$ cat src/rtl/seq_dispenser.sv
`default_nettype none
// ============================================================================
// Module   : seq_dispenser
// Brief    : Double-buffered symbol dispenser for the restricted-move sequence
//            generator; pops one symbol per request, feeds back the last one.
// Revision : 1.0 - initial release
// ============================================================================
module seq_dispenser #(
    parameter int SYMW  = 2,
    parameter int NSYM  = 4,
    parameter int CHECK = 1,
    parameter int CNTW  = 16
) (
    input  logic                 clk,
    input  logic                 rst,
    input  logic [SYMW*NSYM-1:0] seq_in,
    input  logic                 seq_valid,
    output logic                 seq_ready,
    input  logic                 pop,
    output logic [SYMW-1:0]      sym,
    output logic                 sym_valid,
    output logic [SYMW-1:0]      restrict_out,
    output logic                 perm_err,
    output logic                 pop_err,
    input  logic                 err_clr,
    output logic [CNTW-1:0]      seq_done_cnt
);

    localparam int SEQW = SYMW * NSYM;
    localparam int CW   = $clog2(NSYM + 1);
    localparam logic [CW-1:0] C_NSYM = CW'(NSYM);
    localparam logic [CW-1:0] C_ONE  = CW'(1);

    logic [SEQW-1:0] r_cur;
    logic [CW-1:0]   r_cur_cnt;
    logic [SEQW-1:0] r_nxt;
    logic            r_nxt_full;
    logic [SYMW-1:0] r_restrict;
    logic            r_perm_err;
    logic            r_pop_err;
    logic [CNTW-1:0] r_done_cnt;

    logic w_accept;
    logic w_pop_ok;
    logic w_load_cur;
    logic w_dup;

    // Handshake and symbol outputs decode from registers only.
    assign sym          = r_cur[SYMW-1:0];
    assign sym_valid    = (r_cur_cnt != '0);
    assign seq_ready    = ~r_nxt_full;
    assign restrict_out = r_restrict;
    assign perm_err     = r_perm_err;
    assign pop_err      = r_pop_err;
    assign seq_done_cnt = r_done_cnt;

    assign w_accept   = seq_valid & seq_ready;
    assign w_pop_ok   = pop & sym_valid;
    assign w_load_cur = (r_cur_cnt == '0) | ((r_cur_cnt == C_ONE) & w_pop_ok);

    generate
        if (CHECK != 0) begin : g_check
            always_comb begin
                w_dup = 1'b0;
                for (int i = 0; i < NSYM; i++) begin
                    for (int j = i + 1; j < NSYM; j++) begin
                        if (seq_in[i*SYMW +: SYMW] == seq_in[j*SYMW +: SYMW]) begin
                            w_dup = 1'b1;
                        end
                    end
                end
            end
        end else begin : g_nocheck
            assign w_dup = 1'b0;
        end
    endgenerate

    always_ff @(posedge clk or posedge rst) begin
        if (rst) begin
            r_cur      <= '0;
            r_cur_cnt  <= '0;
            r_nxt      <= '0;
            r_nxt_full <= 1'b0;
            r_restrict <= '0;
            r_perm_err <= 1'b0;
            r_pop_err  <= 1'b0;
            r_done_cnt <= '0;
        end else begin
            if (w_load_cur) begin
                if (r_nxt_full) begin
                    r_cur     <= r_nxt;
                    r_cur_cnt <= C_NSYM;
                    if (w_accept) begin
                        r_nxt <= seq_in;
                    end else begin
                        r_nxt_full <= 1'b0;
                    end
                end else if (w_accept) begin
                    // Bypass: an empty dispenser loads straight from the input.
                    r_cur     <= seq_in;
                    r_cur_cnt <= C_NSYM;
                end else begin
                    r_cur_cnt <= '0;
                end
            end else begin
                if (w_pop_ok) begin
                    r_cur     <= r_cur >> SYMW;
                    r_cur_cnt <= r_cur_cnt - C_ONE;
                end
                if (w_accept) begin
                    r_nxt      <= seq_in;
                    r_nxt_full <= 1'b1;
                end
            end

            if (w_pop_ok) begin
                r_restrict <= r_cur[SYMW-1:0];
            end
            if (w_pop_ok && (r_cur_cnt == C_ONE)) begin
                r_done_cnt <= r_done_cnt + CNTW'(1);
            end

            // A new error event takes priority over a same-cycle clear.
            r_perm_err <= (r_perm_err & ~err_clr) | (w_accept & w_dup);
            r_pop_err  <= (r_pop_err & ~err_clr) | (pop & ~sym_valid);
        end
    end

endmodule
`default_nettype wire

$ cat config.mk
export PLATFORM = sky130hd
export DESIGN_NAME = seq_dispenser
export DESIGN_NICKNAME = d
export VERILOG_FILES = /design/src/rtl/seq_dispenser.sv
export SDC_FILE = /design/constraint.sdc
export NUM_CORES = 1
export LEC_CHECK = 0
export CORE_UTILIZATION = 35
export CTS_BUF_LIST = sky130_fd_sc_hd__clkbuf_16
export DETAILED_ROUTE_END_ITERATION = 8
export PLACE_DENSITY = 0.55
export SLEW_MARGIN = 10
export SYNTH_ARGS = -nofsm -noshare
export SYNTH_HDL_FRONTEND = slang
export SYNTH_SLANG_ARGS = --single-unit
$ cat constraint.sdc
create_clock -name clk -period 3.7 [get_ports clk]
set_input_delay 0.74 -clock clk [delete_from_list [all_inputs] [get_ports clk]]
set_output_delay 0.74 -clock clk [all_outputs]
set_load 0.05 [all_outputs]
Yosys cells after proc, flatten, opt, wreduce, memory -nomap -nowiden
Cells that the tools add are included.
- add/sub/neg operators: 2
- equality and inequality tests: 9
- multiplexer cells: 21
- bitwise gates (word level): 13
- reductions and logical operators: 6
- operators by type and width (operator ; number):
    $mux 8 ; 7
    $add 16x1->16 const B ; 1
    $eq 2x2->1 ; 6
    $mux 3 ; 4
    $mux 1 ; 10
    $and 1x1->1 ; 7
    $reduce_bool 2->1 ; 2
    $eq 3x1->1 const B ; 1
    $logic_not 3->1 ; 1
    $ne 3x3->1 const B ; 1
    $not 1->1 ; 3
    $or 1x1->1 ; 3
    $reduce_bool 3->1 ; 1
    $sub 3x1->3 const B ; 1
    $ne 2x2->1 const B ; 1
    $reduce_and 2->1 ; 1
    $logic_and 1x1->1 ; 1
- register bits after elaboration: 40
- input bits: 13
- word-level logic and storage cells: 59

Depth between registers and ports, before layout
- depth in word-level cells: 9
- gate-level depth with buffers: 7

Worst setup path before layout
No wires, ideal clock.
- kind: register to output
- from: register r_cur_cnt[0]
- to: output sym_valid
- arrival time: 1.122 ns
- data required time: 2.960 ns
- slack: 1.838 ns
- cell stages (with the launch flop): 5
- cell sequence: dfrtp_1 -> inv_1 -> ha_1 -> nor2b_1 -> inv_2
- word-level cells in the longest chain between the ends: 1
- RTL lines (item ; line ; source):
    from (decl) ; 35 ; logic [CW-1:0] r_cur_cnt;
    from (signal assigned) ; 108 ; r_cur_cnt <= r_cur_cnt - C_ONE;
    $reduce_bool 3->1 ; 50 ; assign sym_valid = (r_cur_cnt != '0);
    to (decl) ; 21 ; output logic sym_valid,
No other way between the ends.

Worst setup path in the final report
Same ends and word-level chain as after synthesis.

==> results.json <==
{
  "outcome": "finished, final reports clean",
  "synth-simple-area-share": 0.123,
  "die_w_um": 78.7,
  "postCtsHoldBufs": 0,
  "grt_pass1_wl_um": 6840,
  "track_usage": 0.142,
  "n_antenna_cell": 0,
  "crit_arrival_ns": 2.12,
  "ys_seq_elements": 40,
  "syn-instance-count": 182,
  "muxShareOfSynthArea": 0.137,
  "yosysSeqAreaShare": 0.486,
  "slew_headroom": 0.648,
  "synthesis.area_sq_um": 2060,
  "timing.hold.ws_ns": 0.475,
  "numCtsBuffers": 5,
  "initial_core_util": 0.369,
  "wl_per_cell_um": 13.7,
  "synth_adder_area_share": 0.0243,
  "synth_xor_area_frac": 0.118,
  "yosys_warnings": 0,
  "synthArstFlopShare": 1.00,
  "vias_per_cell": 4.95,
  "max-cap-violations": 0,
  "clock_power_share": 0.274,
  "worst_slack_ns": 0.838,
  "dieArea_sq_um": 6200,
  "p_total_mw": 1.76,
  "antenna_found_initial": 0,
  "die_h_um": 78.7,
  "post-place-ws_ns": 1.00,
  "p_leak_nw": 1.20,
  "required_ns": 2.96,
  "cp-end-kind": "output pin",
  "p_sw_uw": 631,
  "synth_compound_area_frac": 0.0747,
  "gp_congestion": 0.742,
  "syn_to_final_growth_pct": 28.6,
  "drc": 0,
  "swShare": 0.359,
  "clock_path_buffers": 2,
  "period_share": 0.774,
  "combPwrFrac": 0.345,
  "detail_route.wirelength_um": 4010,
  "antenna_left": 0,
  "hpwl_um": 3080,
  "synth_cell_types": 38,
  "ff2ff_setup_slack_ns": 1.69,
  "final_common_cell": "dfrtp_1",
  "vias": 1445,
  "synth_top_area_frac": 0.486,
  "tns_ns": 0,
  "maxSlewViolCount": 0,
  "synth_top_family_by_area": "multiplexers",
  "p_int_mw": 1.13,
  "final_layout_size_suffix_gt1_frac": 0.0909,
  "critPathKind": "flop to output pin",
  "ioPinCount": 37,
  "power.density_nw_per_um2": 664,
  "ys_top_cells_by_area": "dfrtp_1 (49%), mux2_1 (8.7%), xor2_1 (6.0%), xnor2_1 (5.1%), mux2i_1 (3.9%)",
  "crit_path_start_kind": "flop",
  "dp.cells": 284,
  "port_buffers": 36,
  "cts_root_buffer": "clkbuf_16",
  "cts.repair.resized": 0,
  "path_max_fanout": 6,
  "cts_max_level": 2,
  "nets": 236,
  "worst_slew_pin_slew_ns": 0.515,
  "clkTransAtPathRegs_ns": 0.06,
  "synth_ff_type": "dfrtp_1",
  "finalHoldViolCount": 0,
  "core.rowCount": 27,
  "seq_power_share": 0.381,
  "fin_cells": 292,
  "synth_edf_count": 0,
  "finalClockSkew_ns": 0.00894,
  "core-area_sq_um": 5570,
  "syn_nets": 199,
  "avgSynthCellArea_sq_um": 11.3,
  "clk_latency_ns": 0.28,
  "hp-class": "flop to flop",
  "layout_common_cells": "dfrtp_1 (40), clkdlybuf4s50_1 (36), mux2_1 (16), xor2_1 (14), xnor2_1 (12)",
  "synth.largest_area_cell": "dfrtp_1",
  "gr-total-overflow": 0,
  "grt_pass1_vias": 1476,
  "postCtsSetupBuffers": 0,
  "cts_sinks": 40,
  "drt_iter0_drc": 21,
  "setup-violations-final": 0,
  "drtPass1Iterations": 4,
  "fmax_mhz": 349,
  "grt_setup_unrepaired": "no",
  "grt_max_degree": 41,
  "min_period_ns": 2.86,
  "ir_drop_mv": 0.259,
  "cts_tree": "done"
}
==> area by class of cell <==
cell class | count | area, sq um
flip-flops and latches | 40 | 1000
clock inverters | 3 | 42.5
clock buffers | 5 | 125
fillers | 511 | 2930
repair buffers | 38 | 375
inverters | 8 | 30.0
multi-input cells | 126 | 983
well taps | 72 | 90.1
==> synth_stat cells (2+ instances only) <==
| cell | count |
|---|---|
| a21oi_1 | 2 |
| o21ai_1 | 7 |
| clkbuf_1 | 2 |
| ha_1 | 4 |
| mux2_2 | 2 |
| nand2b_1 | 3 |
| nand2_1 | 8 |
| inv_2 | 2 |
| nor2_1 | 11 |
| nand4_1 | 5 |
| buf_2 | 3 |
| xor2_1 | 14 |
| mux2i_1 | 8 |
| inv_1 | 6 |
| buf_4 | 3 |
| nand3_1 | 4 |
| a211oi_1 | 2 |
| o22ai_1 | 2 |
| mux2_1 | 16 |
| and3_1 | 3 |
| o21ai_0 | 8 |
| xnor2_1 | 12 |
| dfrtp_1 | 40 |
==> power groups by stage <==
stage / logic, mW / clock network (mW) / registers, mW
floorplan: 0.391 / 0 / 0.718
detailed placement: 0.613 / 0 / 0.677
global placement: 0.594 / 0 / 0.670
global route: 0.660 / 0.511 / 0.691
CTS: 0.615 / 0.495 / 0.671
finish: 0.606 / 0.481 / 0.670
==> logic make-up after synthesis <==
kind of cell             Yosys count
AO/OA/AOI/OAI                     26
XOR/XNOR                          27
adder cells (fa/ha/maj)            4
buffers and inverters             16
flip-flops                        40
multiplexers                      26
AND/OR/NAND/NOR                   43
==> worst paths after layout <==
check / startpoint / end / depth (start not counted)
max in group asynchronous: rst / r_cur[4]$_DFFE_PP0P_ / 3
min reg2reg: seq_done_cnt[15]$_DFFE_PP0P_ / seq_done_cnt[15]$_DFFE_PP0P_ / 1
max: r_cur_cnt[0]$_DFFE_PP0P_ / sym_valid / 5
max reg2reg: r_cur_cnt[0]$_DFFE_PP0P_ / r_cur[4]$_DFFE_PP0P_ / 5
min: seq_done_cnt[15]$_DFFE_PP0P_ / seq_done_cnt[15]$_DFFE_PP0P_ / 1
min in group asynchronous: rst / restrict_out[0]$_DFFE_PP0P_ / 3
==> layer usage <==
metal	wire length [um]	track usage	vias to the layer above
met2	1960	0.250	31
li1	-	-	709
met1	1830	0.168	700
met3	186	0.0414	5
met4	38	0.0389	0
met5	0	0	-
==> critical path, stage by stage, from the launching register on <==
cell	delay, ns
dfrtp_1	0.40
inv_1	0.09
ha_1	0.26
nor2b_1	0.32
inv_2	0.06
clkdlybuf4s50_1	0.70
==> through the flow <==
| stage | util | instance area (sq um) |
|---|---|---|
| after floorplan | - | 2060 |
| after global placement | 0.445 | 2480 |
| after detailed placement | 0.445 | 2480 |
| after CTS | 0.475 | 2650 |
| after global routing | 0.475 | 2650 |
| final | 0.475 | 2650 |
==> flip-flops by register name, indices dropped and copies added (netlist names) <==
register / count
seq_done_cnt: 16
r_cur: 8
r_nxt_full: 1
r_cur_cnt: 3
r_nxt: 8
pop_err: 1
perm_err: 1
restrict_out: 2
Note: power is estimated with default switching activity, not from simulation.
